### config.mk
export PLATFORM = sky130hd
export DESIGN_NAME = wb_stage_buf
export DESIGN_NICKNAME = d
export VERILOG_FILES = /design/src/rtl/wb_stage_buf_pkg.sv /design/src/rtl/wb_stage_mem.sv /design/src/rtl/wb_stage_buf.sv
export SDC_FILE = /design/constraint.sdc
export NUM_CORES = 1
export LEC_CHECK = 0
export ABC_AREA = 1
export ABC_CLOCK_PERIOD_IN_PS = 5800
export CAP_MARGIN = 20
export CORE_UTILIZATION = 52
export CTS_CLUSTER_DIAMETER = 60
export DETAILED_ROUTE_END_ITERATION = 10
export DONT_BUFFER_PORTS = 1
export PLACE_DENSITY = 0.74
export SYNTH_ARGS = -nofsm -noshare
export SYNTH_HDL_FRONTEND = slang
export SYNTH_SLANG_ARGS = --single-unit
### constraint.sdc
create_clock -name clk -period 5.8 [get_ports clk]
set_input_delay 0.29 -clock clk [delete_from_list [all_inputs] [get_ports clk]]
set_output_delay 0.29 -clock clk [all_outputs]
set_load 0.05 [all_outputs]
### src/rtl/wb_stage_buf_pkg.sv
// wb_stage_buf_pkg -- shared pipeline definitions for the write-back stage.
//   WB_DATA_W / WB_HAZ_W / WB_DEPTH : default widths and buffer depth
//   WB_HAZ_*                        : hazard tag encodings
//   wb_entry_t                      : one buffered {hazard, data} entry at
//                                     the default widths
package wb_stage_buf_pkg;

  localparam int WB_DATA_W = 32;
  localparam int WB_HAZ_W  = 2;
  localparam int WB_DEPTH  = 2;

  // Hazard tag encodings carried alongside each write-back word.
  localparam logic [WB_HAZ_W-1:0] WB_HAZ_NONE  = 2'b00;  // no dependency
  localparam logic [WB_HAZ_W-1:0] WB_HAZ_RAW   = 2'b01;  // read-after-write
  localparam logic [WB_HAZ_W-1:0] WB_HAZ_LOAD  = 2'b10;  // load-use
  localparam logic [WB_HAZ_W-1:0] WB_HAZ_MULTI = 2'b11;  // multi-cycle producer

  typedef struct packed {
    logic [WB_HAZ_W-1:0]  hazard;
    logic [WB_DATA_W-1:0] data;
  } wb_entry_t;

endpackage

### src/rtl/wb_stage_mem.sv
// wb_stage_mem -- entry storage for wb_stage_buf.
//   Ports: clk (write clock), we/waddr/wdata (synchronous write port),
//          raddr/rdata (asynchronous read port).
//   DEPTH x WIDTH words, no reset: contents are only meaningful where the
//   owning buffer's pointers say so.
module wb_stage_mem
  import wb_stage_buf_pkg::*;
#(
  parameter int WIDTH = WB_HAZ_W + WB_DATA_W,
  parameter int DEPTH = WB_DEPTH,
  parameter int AW    = $clog2(DEPTH)
) (
  input  logic             clk,
  input  logic             we,
  input  logic [AW-1:0]    waddr,
  input  logic [WIDTH-1:0] wdata,
  input  logic [AW-1:0]    raddr,
  output logic [WIDTH-1:0] rdata
);

  logic [WIDTH-1:0] mem [DEPTH];

  always_ff @(posedge clk) begin
    if (we) begin
      mem[waddr] <= wdata;
    end
  end

  // Combinational read so the head entry is visible in the same cycle.
  assign rdata = mem[raddr];

endmodule

### src/rtl/wb_stage_buf.sv
// wb_stage_buf -- write-back stage FIFO buffer of {hazard, data} entries.
//   Ports: clk, rst (async, active-high), stall (freeze), flush (discard),
//          in_valid/in_ready/in_hazard/in_data (upstream handshake),
//          out_valid/out_ready/out_hazard/out_data (downstream handshake),
//          count (occupancy, $clog2(DEPTH)+1 bits).
//   Optional: define WB_STAGE_BUF_STALLCNT_EN to add output stall_cnt, a
//   16-bit saturating count of edges spent stalled with data buffered.
module wb_stage_buf
  import wb_stage_buf_pkg::*;
#(
  parameter int DATA_W = WB_DATA_W,
  parameter int HAZ_W  = WB_HAZ_W,
  parameter int DEPTH  = WB_DEPTH
) (
  input  logic                     clk,
  input  logic                     rst,
  input  logic                     stall,
  input  logic                     flush,
  input  logic                     in_valid,
  output logic                     in_ready,
  input  logic [HAZ_W-1:0]         in_hazard,
  input  logic [DATA_W-1:0]        in_data,
  output logic                     out_valid,
  input  logic                     out_ready,
  output logic [HAZ_W-1:0]         out_hazard,
  output logic [DATA_W-1:0]        out_data,
  output logic [$clog2(DEPTH):0]   count
`ifdef WB_STAGE_BUF_STALLCNT_EN
  ,
  output logic [15:0]              stall_cnt
`endif
);

  localparam int AW = $clog2(DEPTH);
  localparam int CW = AW + 1;
  localparam int EW = HAZ_W + DATA_W;
  localparam logic [CW-1:0] FULL = CW'(DEPTH);

  logic [AW-1:0] wr_ptr_reg;
  logic [AW-1:0] rd_ptr_reg;
  logic [CW-1:0] count_reg;
  logic          empty;
  logic          push;
  logic          pop;
  logic [EW-1:0] head;

  assign empty     = (count_reg == '0);
  // Readiness depends only on the registered count: a pop at full frees
  // space for the following cycle, never the same one.
  assign in_ready  = !stall && !flush && (count_reg != FULL);
  assign out_valid = !empty && !stall;
  assign push      = in_valid && in_ready;
  assign pop       = out_valid && out_ready && !flush;

  // push/pop are already gated by stall, so stall needs no branch here;
  // flush overrides everything else.
  always_ff @(posedge clk or posedge rst) begin
    if (rst) begin
      wr_ptr_reg <= '0;
      rd_ptr_reg <= '0;
      count_reg  <= '0;
    end else if (flush) begin
      wr_ptr_reg <= '0;
      rd_ptr_reg <= '0;
      count_reg  <= '0;
    end else begin
      if (push) begin
        wr_ptr_reg <= wr_ptr_reg + AW'(1);
      end
      if (pop) begin
        rd_ptr_reg <= rd_ptr_reg + AW'(1);
      end
      if (push && !pop) begin
        count_reg <= count_reg + CW'(1);
      end else if (pop && !push) begin
        count_reg <= count_reg - CW'(1);
      end
    end
  end

  wb_stage_mem #(
    .WIDTH (EW),
    .DEPTH (DEPTH),
    .AW    (AW)
  ) u_mem (
    .clk   (clk),
    .we    (push),
    .waddr (wr_ptr_reg),
    .wdata ({in_hazard, in_data}),
    .raddr (rd_ptr_reg),
    .rdata (head)
  );

  // Stale storage must never leak out while the buffer is empty.
  assign {out_hazard, out_data} = empty ? '0 : head;
  assign count = count_reg;

`ifdef WB_STAGE_BUF_STALLCNT_EN
  logic [15:0] stall_cnt_reg;

  // Deliberately untouched by flush: it measures stall pressure over time.
  always_ff @(posedge clk or posedge rst) begin
    if (rst) begin
      stall_cnt_reg <= '0;
    end else if (stall && !empty && (stall_cnt_reg != 16'hFFFF)) begin
      stall_cnt_reg <= stall_cnt_reg + 16'd1;
    end
  end

  assign stall_cnt = stall_cnt_reg;
`endif

endmodule

# Yosys cells after proc, flatten, opt, wreduce, memory -nomap -nowiden
# Memories as Yosys holds them, arrays and structs flattened.
# Index checks and enable logic that the tools add are counted.
# classes
reduce_logical	17
n_eq_ne	1
n_mux	10
addsub	4
# op_table
op	n
$mux 34	1
$logic_and 1x1->1	8
$mux 1	6
$mux 2	3
$logic_not 1->1	5
$reduce_bool 2->1	2
$reduce_bool 3->1	1
$add 1x1->1 const B	2
$add 2x1->2 const B	1
$logic_not 2->1	1
$ne 2x2->1 const B	1
$sub 2x1->2 const B	1
# word_totals
ff_bits	4
ramBits	68
output_inout_bits	38
n_memories	1
in_bits	40
# memory_table
name	words	width	read_ports	rd_clocked_by_memory_dff	wr	line_no	source
u_mem.mem	2	34	1	0	1	wb_stage_mem.sv:21	logic [WIDTH-1:0] mem [DEPTH];

# Logic depth before layout (Yosys ltp)
# depth
word_depth	9
mapped_depth	8
depth_no_buf	8

# Modules after synthesis
# Synthesis repeated with hierarchy kept, for this count alone.
# hier_totals
cells_unflattened	293
area_unflattened_um2	3164.3
# modules_own_cells
mod	seq_area_each_um2	instances	area_per_inst_um2	cells_each
wb_stage_mem	2042.0	1	2551.2	182
wb_stage_buf	100.1	1	613.1	111

# Least setup slack after synthesis
# OpenSTA, ideal clock, no wires.
# synth_timing
kind	reg2reg
from	reg count_reg[0] (netlist: count[0])
to	mem u_mem.mem[1][0] (netlist name), enable pin
arrival_time_ps	2486
n_path_buf	0
required_ps	5373
setup_slack_ps	2887
path_stages_with_launch	5
path_cell_list	dfrtp_1 > inv_2 > nand2_2 > nand3_2 > nor2_1
# synth_between
elab_chain_cells	5
# synth_rtl
item	line_no	source
start: declaration	wb_stage_buf.sv:41	logic [CW-1:0] count_reg;
start signal: assignment	wb_stage_buf.sv:74	count_reg <= count_reg + CW'(1);
start signal: assignment	wb_stage_buf.sv:76	count_reg <= count_reg - CW'(1);
$ne 2x2->1	wb_stage_buf.sv:50	assign in_ready = !stall && !flush && (count_reg != FULL);
$logic_and 1x1->1	wb_stage_buf.sv:50	
$logic_and 1x1->1	wb_stage_buf.sv:52	assign push = in_valid && in_ready;
$mux 1	wb_stage_mem.sv:24	if (we) begin
$mux 1 (not written as such)	wb_stage_mem.sv:25	mem[waddr] <= wdata;
end: declaration	wb_stage_mem.sv:21	
# Every way passes these cells.

# Worst setup path after layout
# layout_timing
from	reg rd_ptr_reg
to	out out_data[5]
# layout_between
elab_chain_cells	2
# layout_rtl
item	line_no	source
start: declaration	wb_stage_buf.sv:40	logic [AW-1:0] rd_ptr_reg;
start signal: assignment	wb_stage_buf.sv:71	rd_ptr_reg <= rd_ptr_reg + AW'(1);
$mem_v2 2x34	n/a	
$mux 34	wb_stage_buf.sv:95	assign {out_hazard, out_data} = empty ? '0 : head;
end: declaration	wb_stage_buf.sv:26	output logic [DATA_W-1:0] out_data,
# Every way passes these cells.

==> impl_results.md <==
- #FFs+latches synth: 72
- Setup TNS: 0 ns
- DP Wirelength: 2.94 mm
- Slew Viols, Final: 0
- Synth area leaders: edfxtp_1 73%, nand2_1 10%, a21oi_1 6.2%, dfrtp_1 3.6%, buf_2 1.8%
- Combinational share of power: 0.298
- Startpoint Class: flip-flop
- Setup Buffers After CTS: 0
- Crit Path Class: flip-flop to output pin
- Worst EP required: 5.51 ns
- Sw Share: 0.415
- Hold path cells: 0
- Vias post-DR: 1,608
- Cell area power density: 439 nW/µm²
- # nets final: 266
- Clk pwr share: 0.234
- Port bufs: 0
- Post-route ant nets: 0
- Max Cap Viol: 0
- Area of the core: 5170 µm²
- Finished Cell Area: 3050 µm²
- Final hold violation count: 0
- Initial Utilization: 0.545
- Iteration-0 DRC Markers: 103
- Cell Area, Placed: 2880 µm²
- Residual DRC count: 0
- Share of cells above drive strength 1: 0.0952
- Setup crit end kind: output pin
- Synth-to-Final Area Change: 8.26%
- Slew HR: 0.274
- Sequential power share: 0.468
- Number of flip-flops in the largest register: 68
- Switching Power: 555 µW
- Slew @ Worst Pin: 1.09 ns
- Period utilization: 0.529
- Root buf cell: clkbuf_8
- First-pass GRT wire length: 6.82 mm
- Register-to-Register Path Depth: 4
- Sequence of cells on the critical path: buf_8, clkinv_1, nand2_1, a21oi_1
- RSZ-0062 raised after global routing: false
- Cts repair resizes: 0
- # diodes: 0
- Synthesized area per cell: 12.6 µm²
- Clock-pin slew on the worst setup and hold paths: 0.07 ns
- Antenna violations before repair: 0
- DR pass1 iterations: 4
- Layout Skew: 0.00432 ns
- Total leakage power: 0.00107 µW
- CTS Buffer Depth: 2
- Final setup violation count: 0
- Crit path DAT: 2.78 ns
- Crit-path leading delay family: buffers and inverters
- Die ar.: 5710 µm²
- Num Clock Sinks: 72
- Largest net degree at the start of global routing: 37
- WP buf/inv: 2
- Crit path max fanout: 34
- Crit-path slowest cell: dfrtp_1
- H-tree Lvls: 3
- CTS tree: built
- CTS Buf Count: 9
- Routed len/inst: 16.0 µm
- Total track usage: 0.177
- Io pins: 78
- Syn Nets: 263
- Worst Hold Class: input pin to flip-flop
- Vias per std cell: 5.34
- Die height: 75.6 µm
- Cells after Synth: 223
- Synth warn: 0
- Final min period: 3.07 ns
- Latest clock arrival within the worst-skew pair: 0.34 ns
- Largest area contributor in the netlist: edfxtp_1
- Run status: complete, no violations
- FILL cells: 424
- Max Clk Rate: 326 MHz
- GPL Wtd Cong: 0.721
- Vias in the first global route: 1,504
- DRT Wirelength: 4.82 mm
- Post-Place Cells: 284
- Post-Syn Area: 2820 µm²
- Pint: 783 µW
- Maximum vdd ir drop: 0.222 mV
- Register area share after synthesis: 0.761
- Cell count along the critical path: 4
- Die width: 75.6 µm
- Grt total ovfl: 0
- Largest stage delay, worst path: 0.79 ns
- Core Rows: 26
- Yosys cell types: 16
- Post-synth top area share: 0.725
- Final Non-Filler Cells: 301
## repair_timing
action / in CTS / in global routing
endpoints found under the setup margin: 0 / 0
hold buffers: 1 / 0
endpoints found under the hold margin: 4 / 0
## final cells by class
class / instances / area [µm²] / share of cell area
clock inverter: 5 / 23.8 / 0.00780
sequential: 72 / 2140 / 0.703
timing repair buffer: 2 / 25.0 / 0.00821
inverter: 10 / 37.5 / 0.0123
tap: 70 / 87.6 / 0.0287
multi-input combinational: 131 / 602 / 0.197
clock buffer: 11 / 131 / 0.0431
## metrics by stage
step,total power (µW),util,hold WS [ns],setup slack [ns]
2_1_floorplan,1000,-,0.0561,2.89
3_3_place_gp,1030,0.555,0.0735,2.51
3_5_place_dp,1040,0.558,0.0760,3.06
4_1_cts,1350,0.590,0.0311,2.70
5_1_grt,1390,0.590,0.0209,2.52
6_report,1340,0.590,0.0403,2.73
## cell families (layout without fill, tap and decap cells)
group	after synthesis	in the layout	share of synthesized area
simple gates	94	94	0.143
compound gates	37	37	0.0657
buf+inv	20	28	0.0311
flops	72	72	0.761
## per-layer routing
layer / GRT usage / up-vias / routed length, µm
met4: 0.101 / 0 / 99
met1: 0.174 / 761 / 1760
met2: 0.299 / 55 / 2440
met3: 0.0926 / 10 / 516
met5: 0 / - / 0
li1: - / 782 / -
## path summary, 6_finish.rpt
| path | end | start | slack [ns] |
|---|---|---|---|
| max | out_data[5] | rd_ptr_reg | 2.73 |
| max in group asynchronous | rd_ptr_reg | rst | 5.39 |
| min reg2reg | wr_ptr_reg | wr_ptr_reg | 0.63 |
| max reg2reg | u_mem.mem[1][15] | count[0] | 3.47 |
| min | u_mem.mem[1][13] | in_data[13] | 0.04 |
| min in group asynchronous | count[1] | rst | 0.27 |
## power groups by stage
stage               combinational [µW]  sequential (µW)  clock, µW
finish                             398              627        314
global route                       417              629        342
CTS                                402              627        320
detailed placement                 401              638          0
global placement                   393              642          0
floorplan                          373              630          0
## placed cells by master (no fill, tap or decap)
cell type	count
o21ai_0	2
nand2_1	76
clkbuf_8	9
clkinv_2	1
buf_8	1
inv_1	7
dfrtp_1	4
nand4_1	3
edfxtp_1	68
nor2_1	4
a21oi_1	35
nand3_2	2
clkinvlp_4	1
clkbuf_1	2
clkinv_1	4
nor2_4	3
dlygate4sd3_1	1
nand2_2	2
nor3_4	1
inv_2	2
nand3_1	3
## synthesized netlist by cell type (all sizes together)
master / n
edfxtp: 68
buf: 10
dfrtp: 4
nand2: 78
inv: 9
a21oi: 35
nand3: 5
clkinv: 1
o21ai: 2
nor2: 7
nor3: 1
nand4: 3
No activity file was read; power rests on OpenSTA's default activity.
